`src/rtl/vreg_dump_pkg.sv`:
```
// Shared types and constants for the vmips vector register dump engine.
// Optional checksum beat: define VREG_DUMP_CSUM_EN.
package vmips_dump_pkg;

  typedef enum logic [2:0] {
    IDLE,
    READ,
    CAPT,
    SEND,
    CSUM,
    DONE
  } dump_state_e;

  localparam logic [1:0] LANE_X = 2'd0;
  localparam logic [1:0] LANE_Y = 2'd1;
  localparam logic [1:0] LANE_Z = 2'd2;
  localparam logic [1:0] LANE_W = 2'd3;

  localparam logic [31:0] HALT_INST = 32'd0;

endpackage

```
`src/rtl/vreg_dump_if.sv`:
```
// Valid/ready beat stream from the dump engine to the host sink.
// One beat carries one lane word plus its register/lane tag.
interface vreg_dump_if #(
  parameter int DATA_W  = 32,
  parameter int RADDR_W = 5
);

  logic               m_valid;
  logic               m_ready;
  logic [DATA_W-1:0]  m_data;
  logic [RADDR_W-1:0] m_reg;
  logic [1:0]         m_lane;
  logic               m_last;

  modport master (
    output m_valid,
    output m_data,
    output m_reg,
    output m_lane,
    output m_last,
    input  m_ready
  );

  modport slave (
    input  m_valid,
    input  m_data,
    input  m_reg,
    input  m_lane,
    input  m_last,
    output m_ready
  );

endinterface

```
`src/rtl/vreg_dump_buf.sv`:
```
// Four-lane capture buffer plus lane mux; isolates beats in flight
// from later register file writes.
module vreg_dump_buf #(
  parameter int DATA_W = 32
) (
  input  logic              clk,
  input  logic              rst,
  input  logic              load_i,
  input  logic [DATA_W-1:0] x_i,
  input  logic [DATA_W-1:0] y_i,
  input  logic [DATA_W-1:0] z_i,
  input  logic [DATA_W-1:0] w_i,
  input  logic [1:0]        lane_i,
  output logic [DATA_W-1:0] data_o
);

  logic [DATA_W-1:0] buf_q [4];

  always_ff @(posedge clk or posedge rst) begin
    if (rst) begin
      buf_q[0] <= '0;
      buf_q[1] <= '0;
      buf_q[2] <= '0;
      buf_q[3] <= '0;
    end else if (load_i) begin
      buf_q[0] <= x_i;
      buf_q[1] <= y_i;
      buf_q[2] <= z_i;
      buf_q[3] <= w_i;
    end
  end

  always_comb data_o = buf_q[lane_i];

endmodule

```
`src/rtl/vreg_dump.sv`:
```
// Post-halt readback of vector registers FIRST_REG..LAST_REG, all lanes.
// Define VREG_DUMP_CSUM_EN to append an XOR checksum beat.
module vreg_dump
  import vmips_dump_pkg::*;
#(
  parameter int DATA_W    = 32,
  parameter int RADDR_W   = 5,
  parameter int FIRST_REG = 1,
  parameter int LAST_REG  = 6
) (
  input  logic               clk,
  input  logic               rst,
  input  logic [31:0]        inst,
  output logic               rd_en,
  output logic [RADDR_W-1:0] rd_addr,
  input  logic [DATA_W-1:0]  rd_data_x,
  input  logic [DATA_W-1:0]  rd_data_y,
  input  logic [DATA_W-1:0]  rd_data_z,
  input  logic [DATA_W-1:0]  rd_data_w,
  vreg_dump_if.master        m,
  output logic               busy,
  output logic               done
);

  localparam logic [RADDR_W-1:0] FIRST_R = RADDR_W'(FIRST_REG);
  localparam logic [RADDR_W-1:0] LAST_R  = RADDR_W'(LAST_REG);

  dump_state_e        state_q, state_d;
  logic               armed_q, armed_d;
  logic [RADDR_W-1:0] reg_q, reg_d;
  logic [1:0]         lane_q, lane_d;
  logic               load;
  logic [DATA_W-1:0]  buf_data;
  logic               lane_end;
  logic               reg_end;
`ifdef VREG_DUMP_CSUM_EN
  logic [DATA_W-1:0]  csum_q, csum_d;
`endif

  vreg_dump_buf #(.DATA_W(DATA_W)) u_buf (
    .clk    (clk),
    .rst    (rst),
    .load_i (load),
    .x_i    (rd_data_x),
    .y_i    (rd_data_y),
    .z_i    (rd_data_z),
    .w_i    (rd_data_w),
    .lane_i (lane_q),
    .data_o (buf_data)
  );

  always_ff @(posedge clk or posedge rst) begin
    if (rst) begin
      state_q <= IDLE;
      armed_q <= 1'b0;
      reg_q   <= '0;
      lane_q  <= LANE_X;
    end else begin
      state_q <= state_d;
      armed_q <= armed_d;
      reg_q   <= reg_d;
      lane_q  <= lane_d;
    end
  end

`ifdef VREG_DUMP_CSUM_EN
  always_ff @(posedge clk or posedge rst) begin
    if (rst) csum_q <= '0;
    else     csum_q <= csum_d;
  end
`endif

  assign lane_end = (lane_q == LANE_W);
  assign reg_end  = (reg_q == LAST_R);

  always_comb begin
    state_d   = state_q;
    armed_d   = armed_q;
    reg_d     = reg_q;
    lane_d    = lane_q;
    load      = 1'b0;
    rd_en     = 1'b0;
    rd_addr   = '0;
    m.m_valid = 1'b0;
    m.m_data  = '0;
    m.m_reg   = '0;
    m.m_lane  = LANE_X;
    m.m_last  = 1'b0;
    busy      = 1'b0;
    done      = 1'b0;
`ifdef VREG_DUMP_CSUM_EN
    csum_d    = csum_q;
`endif
    if (inst != HALT_INST) armed_d = 1'b1;
    unique case (state_q)
      IDLE: begin
        if (armed_q && inst == HALT_INST) begin
          state_d = READ;
          reg_d   = FIRST_R;
`ifdef VREG_DUMP_CSUM_EN
          csum_d  = '0;
`endif
        end
      end
      READ: begin
        busy    = 1'b1;
        rd_en   = 1'b1;
        rd_addr = reg_q;
        state_d = CAPT;
      end
      CAPT: begin
        busy    = 1'b1;
        load    = 1'b1;
        lane_d  = LANE_X;
        state_d = SEND;
      end
      SEND: begin
        busy      = 1'b1;
        m.m_valid = 1'b1;
        m.m_data  = buf_data;
        m.m_reg   = reg_q;
        m.m_lane  = lane_q;
`ifndef VREG_DUMP_CSUM_EN
        m.m_last  = lane_end && reg_end;
`endif
        if (m.m_ready) begin
`ifdef VREG_DUMP_CSUM_EN
          csum_d = csum_q ^ buf_data;
`endif
          if (!lane_end) begin
            lane_d = lane_q + 2'd1;
          end else if (!reg_end) begin
            reg_d   = reg_q + RADDR_W'(1);
            state_d = READ;
          end else begin
`ifdef VREG_DUMP_CSUM_EN
            state_d = CSUM;
`else
            state_d = DONE;
`endif
          end
        end
      end
`ifdef VREG_DUMP_CSUM_EN
      CSUM: begin
        busy      = 1'b1;
        m.m_valid = 1'b1;
        m.m_data  = csum_q;
        m.m_reg   = LAST_R;
        m.m_lane  = LANE_X;
        m.m_last  = 1'b1;
        if (m.m_ready) state_d = DONE;
      end
`endif
      DONE: begin
        done = 1'b1;
      end
      default: begin
        state_d = IDLE;
      end
    endcase
  end

endmodule
```
`src/flat_wrapper.sv`:
```
// flat-port wrapper written by rule: the top's interface ports become plain ports
module vreg_dump_flat import vmips_dump_pkg::*;
#(
  parameter int DATA_W    = 32,
  parameter int RADDR_W   = 5,
  parameter int FIRST_REG = 1,
  parameter int LAST_REG  = 6
)
  (clk, rst, inst, rd_en, rd_addr, rd_data_x, rd_data_y, rd_data_z, rd_data_w, busy, done, m_m_valid, m_m_data, m_m_reg, m_m_lane, m_m_last, m_m_ready);
  vreg_dump_if #(.DATA_W(DATA_W), .RADDR_W(RADDR_W)) m_i ();
  input  logic clk;
  input  logic rst;
  input  logic [31:0] inst;
  output logic rd_en;
  output logic [RADDR_W-1:0] rd_addr;
  input  logic [DATA_W-1:0] rd_data_x;
  input  logic [DATA_W-1:0] rd_data_y;
  input  logic [DATA_W-1:0] rd_data_z;
  input  logic [DATA_W-1:0] rd_data_w;
  output logic busy;
  output logic done;
  output wire logic [$bits(m_i.m_valid)-1:0] m_m_valid;
  output wire logic [$bits(m_i.m_data)-1:0] m_m_data;
  output wire logic [$bits(m_i.m_reg)-1:0] m_m_reg;
  output wire logic [$bits(m_i.m_lane)-1:0] m_m_lane;
  output wire logic [$bits(m_i.m_last)-1:0] m_m_last;
  input wire logic [$bits(m_i.m_ready)-1:0] m_m_ready;
  assign m_m_valid = m_i.m_valid;
  assign m_m_data = m_i.m_data;
  assign m_m_reg = m_i.m_reg;
  assign m_m_lane = m_i.m_lane;
  assign m_m_last = m_i.m_last;
  assign m_i.m_ready = m_m_ready;
  vreg_dump #(.DATA_W(DATA_W), .RADDR_W(RADDR_W), .FIRST_REG(FIRST_REG), .LAST_REG(LAST_REG)) u_core (.clk(clk), .rst(rst), .inst(inst), .rd_en(rd_en), .rd_addr(rd_addr), .rd_data_x(rd_data_x), .rd_data_y(rd_data_y), .rd_data_z(rd_data_z), .rd_data_w(rd_data_w), .m(m_i), .busy(busy), .done(done));
endmodule
```
`config.mk`:
```
export PLATFORM = sky130hd
export DESIGN_NAME = vreg_dump_flat
export DESIGN_NICKNAME = d
export VERILOG_FILES = /design/src/rtl/vreg_dump_pkg.sv /design/src/rtl/vreg_dump_if.sv /design/src/rtl/vreg_dump_buf.sv /design/src/rtl/vreg_dump.sv /design/src/flat_wrapper.sv
export SDC_FILE = /design/constraint.sdc
export NUM_CORES = 1
export LEC_CHECK = 0
export ABC_AREA = 1
export CORE_MARGIN = 3
export CORE_UTILIZATION = 50
export CTS_CLUSTER_SIZE = 24
export DETAILED_ROUTE_END_ITERATION = 10
export DONT_BUFFER_PORTS = 1
export PLACE_DENSITY = 0.68
export SLEW_MARGIN = 20
export SYNTH_ARGS = -nofsm -noshare
export SYNTH_HDL_FRONTEND = slang
export SYNTH_SLANG_ARGS = --single-unit
```
`constraint.sdc`:
```
create_clock -name clk -period 4.8 [get_ports clk]
set_input_delay 0.96 -clock clk [delete_from_list [all_inputs] [get_ports clk]]
set_output_delay 0.96 -clock clk [all_outputs]
set_load 0.02 [all_outputs]
```
# Word-level counts from Yosys, hierarchy flattened
# Cells that the tools add are included.
# W data, S select, Z words.
[word_totals]
ff_bits = 139
output_inout_bits = 49
wordCells = 61
[op_classes]
bitwise = 2
n_eq_ne = 11
n_mux = 26
addsub = 2
n_lt_le_gt_ge = 1
reduce_logical = 11
[op_table]
columns = ["operator", "count"]
rows = [
  ["$mux W32", 3],
  ["$bmux W32 S2", 1],
  ["$logic_not A32 Y1", 1],
  ["$reduce_bool A32 Y1", 1],
  ["$mux W5", 6],
  ["$pmux W3 S5", 1],
  ["$mux W3", 4],
  ["$pmux W5 S2", 1],
  ["$eq A3 B2 Y1 const B", 2],
  ["$mux W1", 6],
  ["$mux W2", 3],
  ["$ne A2 B2 Y1 const B", 3],
  ["$add A5 B1 Y5 const B", 1],
  ["$eq A5 B3 Y1 const B", 1],
  ["$reduce_and A5 Y1", 1],
  ["$ne A2 B1 Y1 const B", 2],
  ["$pmux W2 S2", 1],
  ["$reduce_and A4 Y1", 1],
  ["$reduce_bool A2 Y1", 2],
  ["$eq A3 B1 Y1 const B", 1],
  ["$eq A3 B3 Y1 const B", 1],
  ["$ge A3 B3 Y1 const B", 1],
  ["$logic_not A3 Y1", 1],
  ["$not A2 Y3", 1],
  ["6 further kinds", 7],
]

# Depth between registers and ports, before layout
[logic_depth]
depth_word = 5
mapped_depth = 10
mapped_depth_nobuf = 10

# Cells and area by module
# From an unflattened synthesis, not the netlist that was laid out.
[hier_totals]
hier_cells = 986
area_unflattened_um2 = 7408.4
[by_module_without_submodules]
columns = ["module", "n_inst", "area_per_inst_um2", "cells_each"]
rows = [
  ["vreg_dump_buf", 1, 6289.8, 787],
  ["vreg_dump", 1, 1118.6, 199],
]

# Least setup slack after synthesis
# Ideal clock, no wire load.
[synth_path]
kind = "reg-to-output"
from = "register u_core.state_q[2]"
to = "output m_m_last"
path_stages_with_launch = 5
arrival_ns = 1.387
path_slack_ns = 2.453
cell_sequence = "dfrtp_1 -> nor2_4 -> nand2_4 -> clkbuf_1 -> nor3_1"
[synth_between]
elab_chain_len = 2
[synth_rtl]
columns = ["element", "line_no", "rtl"]
rows = [
  ["from (decl)", "vreg_dump.sv:28", "dump_state_e state_q, state_d;"],
  ["from (signal assigned)", "vreg_dump.sv:59", "state_q <= state_d;"],
  ["$eq A3 B2 Y1", "vreg_dump.sv:95", "unique case (state_q)"],
  ["$mux W1", "vreg_dump.sv:95", ""],
  ["to (decl)", "flat_wrapper.sv:26", "output wire logic [$bits(m_i.m_last)-1:0] m_m_last;"],
]
# Every way passes these cells.

# Worst setup path after layout
[layout_path]
from = "register u_core.lane_q[0]"
to = "output m_m_data[31]"
[layout_between]
elab_chain_len = 5
[layout_rtl]
columns = ["element", "line_no", "rtl"]
rows = [
  ["from (decl)", "vreg_dump.sv:31", "logic [1:0] lane_q, lane_d;"],
  ["from (signal assigned)", "vreg_dump.sv:62", "lane_q <= lane_d;"],
  ["$not A2 Y3 (implied by the code)", "vreg_dump_buf.sv:33", "always_comb data_o = buf_q[lane_i];"],
  ["$bmux W32 S2", "vreg_dump_buf.sv:33", ""],
  ["$mux W32 (implied by the code) (2 in series)", "vreg_dump_buf.sv:33", ""],
  ["$mux W32", "vreg_dump.sv:95", ""],
  ["to (decl)", "flat_wrapper.sv:23", "output wire logic [$bits(m_i.m_data)-1:0] m_m_data;"],
]
# Every way passes these cells. The select of a mux whose other input is x is not followed.

==> flow_summary.toml <==
[critical_path]
cp.required_ns = 3.84
rrSetupSlack_ns = 2.21
r2r-start = "u_core.state_q[0]$_DFFE_PP0P_"
crit_type = "flip-flop to output port"
reg2reg_to = "u_core.u_buf.buf_q[91]$_DFFE_PP0P_"
start_kind = "flip-flop"
crit_fanout = 50
rr_worst_depth = 4
crit_arrival_ns = 2.59
end_kind = "output port"

[clock_network]
cts_buffers = 17
clkSlewWorstSetupHoldPaths_ns = 0.05
ctsHtreeMaxLevel = 4
hold_buffers = 0
worst_skew_pair.late_latency_ns = 0.42
cts_resized = 0
clock_sinks = 139
postCtsSetupBuffers = 0
clockBufferDepth = 2
cts_tree = "yes"
cts_root_buf = "clkbuf_16"

[power]
pwr-share-seq_pct = 45.4
intPower_uw = 3130
ir_drop_v = 0.000356
p_per_area_nw_per_um2 = 607
p_comb_share_pct = 26.0
pwr-share-clk_pct = 28.7
swShare_pct = 31.0
p_leak_uw = 0.00347
p_sw_uw = 1410

[floorplan]
dieArea_um2 = 15200
io_pins = 212
rows = 42
core_area_um2 = 13300
start_util_pct = 51.5
die_w_um = 123
die_h_um = 123

[route]
drt-vias-per-instance = 5.63
firstDrtPassIters = 5
wl_per_cell_um = 18.5
vias = 4861
wl_mm = 15.9
ant_nets = 0
drt_iter0_drc = 357
drcViolationCount = 0

[yosys]
syn_area_um2 = 6870
avgSynthCellArea_um2 = 9.92
synth.yosys.seq_area_share_pct = 50.6
yosysWarnings = 0
syn_inst = 692
ys_ff_latch = 139
syn-num-nets = 858
yosysUniqueCellTypes = 24

[cells_and_area]
fillers = 1141
drive_above_1_share_pct = 19.9
final_cell_mix = "137 x dfrtp_1, 130 x nor2_1, 81 x a21oi_1, 59 x nand2_1, 53 x inv_1"
finalNonFillerCells = 863
synthToLayoutAreaGrowth_pct = 8.93
nets = 838
mostFrequentLayoutCell = "dfrtp_1"

[worst_hold_path]
hp-start = "u_core.reg_q[4]$_DFFE_PP0P_"
hold_path_end = "u_core.reg_q[4]$_DFFE_PP0P_"
hold_class = "flip-flop to flip-flop"
hold_depth = 2

[placed_design]
port_buffers = 0
place_inst = 829
dp_hpwl_mm = 10.8
gp_congestion = 0.814

[global_route]
antenna_found_initial = 3
grt.busiest_layer = "met2"
grt_util_met3_pct = 8.65
grt_pass1_wl_mm = 24.7
grt_pass1_vias = 4897
grt_overflow = 0
met2_usage_pct = 33.6
grt_usage_pct = 21.1
grt_use_met1_pct = 24.4
grt_max_degree = 115

[sta]
finalCritPeriodShare_pct = 73.9
drv_slew = 0
setup_violations = 0
worstMarginPinSlew_ns = 1.03
fmax_ghz = 0.282
post-route-min-period_ns = 3.55
grt_setup_unrepaired = "false"
finalHoldViolations = 0
tns_ns = 0
relSlewSlack_pct = 31.6
skew_ns = 0.0103

[job]
cap_violations = 0

[outcome]
outcome = "finished clean"
sequential cells by signal, indices dropped and copies added, names as in the netlist:
name and cells:
u_core.lane_q 2, u_core.state_q 3, u_core.u_buf.buf_q 128, u_core.armed_q 1, u_core.reg_q 5
per-stage QoR:
stage	area, um2	hold slack (ns)	worst slack (ns)	util [%]	power, uW
floorplan	6870	0.437	0.115	-	2960
global placement	6890	0.459	1.69	51.6	3180
detailed placement	6890	0.464	1.65	51.6	3250
CTS	7470	0.477	1.18	56.0	4570
global route	7480	0.498	1.07	56.0	4830
finish	7480	0.471	1.25	56.0	4540
metal layers:
layer / vias up / share of wire [%]
met2: 222 / 48
met3: 33 / 10
met5: - / 0.088
met4: 4 / 2.6
li1: 2272 / -
met1: 2330 / 40
cells in the mapped netlist (all sizes together):
library cell	n	area share [%]
inv	57	3.1
buf	23	2.6
nand2	61	3.5
nor3	3	0.22
clkbuf	20	1.1
nand3	5	0.44
o41ai	1	0.13
mux2	90	17
ha	3	0.55
nand4	7	0.64
a21oi	82	6.0
nor2	132	7.4
o211ai	31	3.4
o21ai	38	2.8
dfrtp	139	51
kinds of logic (layout without fill, tap and decap cells):
kind of cell	Yosys count	in the layout	share of synthesized area [%]
buffers and inverters	100	93	6.80
multiplexers	90	90	17.5
flip-flops	139	139	50.6
AO/OA/AOI/OAI	152	152	12.3
other	0	2	0
AND/OR/NAND/NOR	208	208	12.2
adder cells (fa/ha/maj)	3	3	0.547
cell type report:
class / count / area (um2) / share of cell area (%)
clock buffer: 19 / 433 / 5.79
antenna: 2 / 5.00 / 0.0669
multi-input combinational: 453 / 2940 / 39.3
sequential: 139 / 3480 / 46.6
timing repair buffer: 4 / 30.0 / 0.401
inverter: 57 / 221 / 2.96
clock inverter: 13 / 151 / 2.02
tap: 176 / 220 / 2.94
critical path: stages, from the launching register on:
cell and delay (ns):
dfrtp_2 0.81, buf_4 0.55, nor2_1 0.10, nor2_1 0.09, o21ai_0 0.09, a21oi_1 0.48
worst max path at each step:
stage	slack, ns	end	cells after the start	start
3_3_place_gp	1.69	m_m_data[31]	4	u_core.lane_q[1]$_DFFE_PP0P_
5_1_grt	1.07	m_m_data[31]	5	u_core.lane_q[0]$_DFFE_PP0P_
2_1_floorplan	0.12	u_core.armed_q$_DFFE_PP0P_	1	rst
4_1_cts	1.18	m_m_data[31]	4	u_core.lane_q[1]$_DFFE_PP0P_
3_5_place_dp	1.65	m_m_data[31]	4	u_core.lane_q[1]$_DFFE_PP0P_
6_report	1.25	m_m_data[31]	5	u_core.lane_q[0]$_DFFE_PP0P_
power by group through the flow:
stage / registers (uW) / clock network [uW] / logic [uW]
final: 2060 / 1300 / 1180
after global routing: 2130 / 1380 / 1320
after CTS: 2050 / 1320 / 1190
after floorplan: 1860 / 0 / 1100
after global placement: 2040 / 0 / 1130
after detailed placement: 2070 / 0 / 1180
Power figures use the tool's default switching activity.
